==> config.mk <==
export PLATFORM = sky130hd
export DESIGN_NAME = mod_mul_interleaved
export DESIGN_NICKNAME = d
export VERILOG_FILES = /design/src/rtl/mod_mul_interleaved.sv
export SDC_FILE = /design/constraint.sdc
export NUM_CORES = 1
export LEC_CHECK = 0
export BUFFER_PORTS_ARGS = -buffer_cell sky130_fd_sc_hd__buf_2
export CORE_UTILIZATION = 40
export DETAILED_ROUTE_END_ITERATION = 16
export MAX_ROUTING_LAYER = met4
export PLACE_DENSITY = 0.63
export SLEW_MARGIN = 20
export SYNTH_ARGS = -nofsm -noshare
export SYNTH_HDL_FRONTEND = slang
export SYNTH_SLANG_ARGS = --single-unit
==> constraint.sdc <==
create_clock -name clk -period 26 [get_ports clk]
set_input_delay 1.3 -clock clk [delete_from_list [all_inputs] [get_ports clk]]
set_output_delay 1.3 -clock clk [all_outputs]
set_load 0.01 [all_outputs]
==> src/rtl/mod_mul_interleaved.sv <==
// Bit-serial interleaved (Blakley) modular multiplier: P = (A * B) mod N.
// Define MODMUL_REDUCE_EN to pre-reduce A mod N; otherwise A >= N is flagged as an error.
module mod_mul_interleaved #(
    parameter int unsigned WIDTH = 64
) (
    input  logic             clk,
    input  logic             rst,
    input  logic             in_valid,
    output logic             in_ready,
    input  logic [WIDTH-1:0] A,
    input  logic [WIDTH-1:0] B,
    input  logic [WIDTH-1:0] N,
    input  logic             abort,
    output logic             out_valid,
    input  logic             out_ready,
    output logic [WIDTH-1:0] P,
    output logic             err
);

    localparam int unsigned DW = WIDTH + 2;
    localparam int unsigned CW = (WIDTH > 1) ? $clog2(WIDTH) : 1;

`ifdef MODMUL_REDUCE_EN
    typedef enum logic [1:0] {
        S_IDLE  = 2'd0,
        S_RED_A = 2'd1,
        S_MUL   = 2'd2,
        S_DONE  = 2'd3
    } state_t;
`else
    typedef enum logic [1:0] {
        S_IDLE = 2'd0,
        S_MUL  = 2'd2,
        S_DONE = 2'd3
    } state_t;
`endif

    state_t           state_q;
    logic [CW-1:0]    cnt_q;
    logic [DW-1:0]    r_q;
    logic [WIDTH-1:0] ared_q;
    logic [WIDTH-1:0] b_q;
    logic [WIDTH-1:0] n_q;
    logic [WIDTH-1:0] p_q;
    logic             err_q;
    logic             out_valid_q;
    logic             in_ready_q;
`ifdef MODMUL_REDUCE_EN
    logic [WIDTH-1:0] a_q;
    logic [DW-1:0]    red_t;
    logic [DW-1:0]    red_d;
`endif
    logic [DW-1:0]    n_ext;
    logic [DW-1:0]    n2_ext;
    logic [DW-1:0]    mul_t;
    logic [DW-1:0]    mul_d;
    logic             capture;
    logic             bad_op;

    assign capture = in_valid && in_ready_q && !abort;

`ifdef MODMUL_REDUCE_EN
    assign bad_op = (N == '0);
`else
    assign bad_op = (N == '0) || (A >= N);
`endif

    // Step datapath: with R < N and Ared < N, t = 2R + b*Ared stays below 3N.
    always_comb begin
        n_ext  = {2'b00, n_q};
        n2_ext = {1'b0, n_q, 1'b0};
        mul_t  = (r_q << 1) + (b_q[cnt_q] ? {2'b00, ared_q} : '0);
        if (mul_t >= n2_ext) begin
            mul_d = mul_t - n2_ext;
        end else if (mul_t >= n_ext) begin
            mul_d = mul_t - n_ext;
        end else begin
            mul_d = mul_t;
        end
`ifdef MODMUL_REDUCE_EN
        red_t = (r_q << 1) | DW'(a_q[cnt_q]);
        red_d = (red_t >= n_ext) ? (red_t - n_ext) : red_t;
`endif
    end

    always_ff @(posedge clk or posedge rst) begin
        if (rst) begin
            state_q     <= S_IDLE;
            cnt_q       <= '0;
            r_q         <= '0;
            ared_q      <= '0;
            b_q         <= '0;
            n_q         <= '0;
            p_q         <= '0;
            err_q       <= 1'b0;
            out_valid_q <= 1'b0;
            in_ready_q  <= 1'b1;
`ifdef MODMUL_REDUCE_EN
            a_q         <= '0;
`endif
        end else begin
            case (state_q)
                S_IDLE: begin
                    if (capture) begin
                        b_q        <= B;
                        n_q        <= N;
                        r_q        <= '0;
                        cnt_q      <= CW'(WIDTH - 1);
                        in_ready_q <= 1'b0;
                        if (bad_op) begin
                            state_q     <= S_DONE;
                            p_q         <= '0;
                            err_q       <= 1'b1;
                            out_valid_q <= 1'b1;
                        end else begin
`ifdef MODMUL_REDUCE_EN
                            a_q     <= A;
                            state_q <= S_RED_A;
`else
                            ared_q  <= A;
                            state_q <= S_MUL;
`endif
                        end
                    end
                end
`ifdef MODMUL_REDUCE_EN
                S_RED_A: begin
                    if (abort) begin
                        state_q    <= S_IDLE;
                        in_ready_q <= 1'b1;
                    end else if (cnt_q == '0) begin
                        ared_q  <= red_d[WIDTH-1:0];
                        r_q     <= '0;
                        cnt_q   <= CW'(WIDTH - 1);
                        state_q <= S_MUL;
                    end else begin
                        r_q   <= red_d;
                        cnt_q <= cnt_q - 1'b1;
                    end
                end
`endif
                S_MUL: begin
                    if (abort) begin
                        state_q    <= S_IDLE;
                        in_ready_q <= 1'b1;
                    end else begin
                        r_q <= mul_d;
                        if (cnt_q == '0) begin
                            p_q         <= mul_d[WIDTH-1:0];
                            err_q       <= 1'b0;
                            out_valid_q <= 1'b1;
                            state_q     <= S_DONE;
                        end else begin
                            cnt_q <= cnt_q - 1'b1;
                        end
                    end
                end
                S_DONE: begin
                    if (abort || out_ready) begin
                        state_q     <= S_IDLE;
                        out_valid_q <= 1'b0;
                        in_ready_q  <= 1'b1;
                    end
                end
                default: begin
                    state_q     <= S_IDLE;
                    out_valid_q <= 1'b0;
                    in_ready_q  <= 1'b1;
                end
            endcase
        end
    end

    assign in_ready  = in_ready_q;
    assign out_valid = out_valid_q;
    assign P         = p_q;
    assign err       = err_q;

endmodule
==> reports/metrics.cfg <==
[place]
io_buffers = 263
placedCellCount = 4513
post-dp-hpwl_um = 88450
gp_congestion = 1.032

[yosys]
synth_nets = 3915
syn_inst = 3458
synth_top_flop_cell = dfrtp_1
synthesis.area_um2 = 28310
ys_ff_latch = 332
synth_warnings = 0
yosys-top-cells-area = dfrtp_1, ha_1, nand2_1, o21ai_0, a21oi_1
avgSynthCellArea_um2 = 8.187
synth_top_area_share_pct = 29.26
async_flop_share_pct = 100.0
ys_seq_area_share_pct = 29.35
yosys.area.top_type = dfrtp_1
synth-edff-count = 0
synth_cell_types = 79

[floorplanning]
rows = 97
core_area_um2 = 70030
chipWidth_um = 268.0
initial_core_util_pct = 40.43
io_pins = 264
dieArea_um2 = 71850
die_h_um = 268.0

[worst_setup_path]
cp.arrival_ps = 11740
crit_buf_inv = 0
crit_required_ps = 26460
path_delay_family = simple AND/OR/NAND/NOR gates
critPathLaunch = cnt_q[0]
critPathLaunchType = flip-flop
crit_type = reg -> reg
crit_fanout = 70
max_stage_delay_ps = 900
slowest_stage = nor3_1
crit_path_end_kind = flip-flop
r2r_start = cnt_q[0]

[clock_tree]
cts_max_level = 2
cts_resized = 0
clockBufferDepth = 3
clock-sinks = 332
cts-root-buf = clkbuf_16
cts_setup_buffers = 0
cts_tree = done
clk_pin_slew_worst_paths_ps = 60
hold_buffers = 0
numCtsBuffers = 40
insertion_delay_ps = 590

[final_layout]
fin_nets = 4072
fillers = 7118
final_cell_mix = nand2_1, dfrtp_1, o21ai_0, a21oi_1, buf_2
syn_to_final_growth_pct = 12.23
fin_util_pct = 45.37
final_common_cell = nand2_1
finalNonFillerCells = 4588
drive_gt1_share_pct = 13.64

[grt]
track_usage_pct = 32.26
overflow = 0
grt_max_degree = 170
grt_pass1_vias = 26240
antenna_found_initial = 2
grt_pass1_wl_um = 168400

[sta]
fin_tns_setup_ps = 0
layout_min_cycle_time_ps = 11280
post-route-period-util_pct = 43.38
worst_slew_pin_slew_ps = 1156
maxSlewViolCount = 0
maxSlewHeadroom_pct = 22.12
hold_viol_final = 0
rsz0062_at_grt = no
fmax_ghz = 0.08866
setup_violations = 0
fin_skew_ps = 31.89
fin_hold_ws_ps = 472.2

[status]
status = complete, no violations

[min_path]
hold_path.class = reg -> reg
min-delay-start = b_q[44]

[run]
max-cap-violations = 0

[routing]
ant_nets = 0
drc_errors = 0
drt-wirelength-per-cell_um = 24.93
avgViaCountPerCell = 6.130
first_pass_iters = 5
vias = 28120
drt-initial-drc-count = 2709
wirelength_um = 114400

## through the flow
step	area, um^2	setup WS, ps
2_1_floorplan	28310	15510
3_3_place_gp	30420	14530
3_5_place_dp	30420	14320
4_1_cts	31760	14240
5_1_grt	31770	14530
6_report	31770	14720
## worst register-to-register path: cells and delay by family, from the launching register on
family	cells	cell delay [ps]
AO/OA/AOI/OAI	12	3440
AND/OR/NAND/NOR	8	3810
multiplexers	3	1910
flip-flops	1	740
adder cells (fa/ha/maj)	3	1000
XOR/XNOR	1	250
## registers in the layout, indices dropped and copies added, names as in the netlist, 2 cells and up
| signal | cells |
|---|---|
| P | 64 |
| n_q | 64 |
| b_q | 64 |
| cnt_q | 6 |
| r_q | 65 |
| state_q | 2 |
| ared_q | 64 |
## final cells by class
| type | instances | area (um^2) | area share (%) |
|---|---|---|---|
| inverters | 189 | 716.9 | 2.256 |
| clock inverters | 18 | 234.0 | 0.7364 |
| diodes | 3 | 7.507 | 0.02363 |
| flip-flops and latches | 332 | 8310 | 26.15 |
| multi-input cells | 2758 | 18650 | 58.71 |
| clock buffers | 54 | 1114 | 3.505 |
| repair buffers | 294 | 1562 | 4.914 |
| well taps | 940 | 1176 | 3.702 |
## logic make-up (layout without fill, tap and decap cells)
logic type                 Yosys count  after routing  share of synthesized area (%)
AOI/OAI and AO/OA                 1124           1124                          25.29
muxes                              109            109                          5.087
and+or+nand+nor                   1087           1087                          18.19
adders and majority gates          260            260                          11.57
other                                0              3                              0
DFF                                332            332                          29.35
buffers and inverters              368            555                          5.012
xor gates and xnor gates           178            178                          5.507
## cell usage after synthesis, types with 43 or more instances
library cell  number
a21oi_1          279
and2_1            84
a22o_1            44
nand3_1           88
dfrtp_1          331
ha_1             257
xnor2_1           99
clkbuf_1         154
xor2_1            79
a21o_1           106
nor3_1            51
inv_1            189
and3_1            43
mux2_2            68
nor2_1           145
nand4_1           61
nand2_1          472
o21ai_0          310
a31oi_1           59
## path summary, 6_finish.rpt
| check | slack, ps | cells after the start | endpoint |
|---|---|---|---|
| hold reg to reg | 470 | 2 | b_q[44] |
| setup reg to reg | 14720 | 27 | P[32] |
| setup / recovery | 14720 | 27 | P[32] |
| min in group asynchronous | 860 | 2 | ared_q[10] |
| hold / removal | 470 | 2 | b_q[44] |
| max in group asynchronous | 23660 | 3 | r_q[47] |
## routing by layer
layer  share of wire (%)  vias up  track usage [%]  wire (um)
li1                    -    12910                -          -
met1                  44    13680            44.07      50550
met2                  43     1323            47.41      49130
met3                 9.1      216            6.075      10400
met4                 3.8        0            11.38       4315
met5                   0        -                -          0
Power is not shown: default switching activity piles up to over one toggle a cycle in this logic, so the estimate is an artifact.
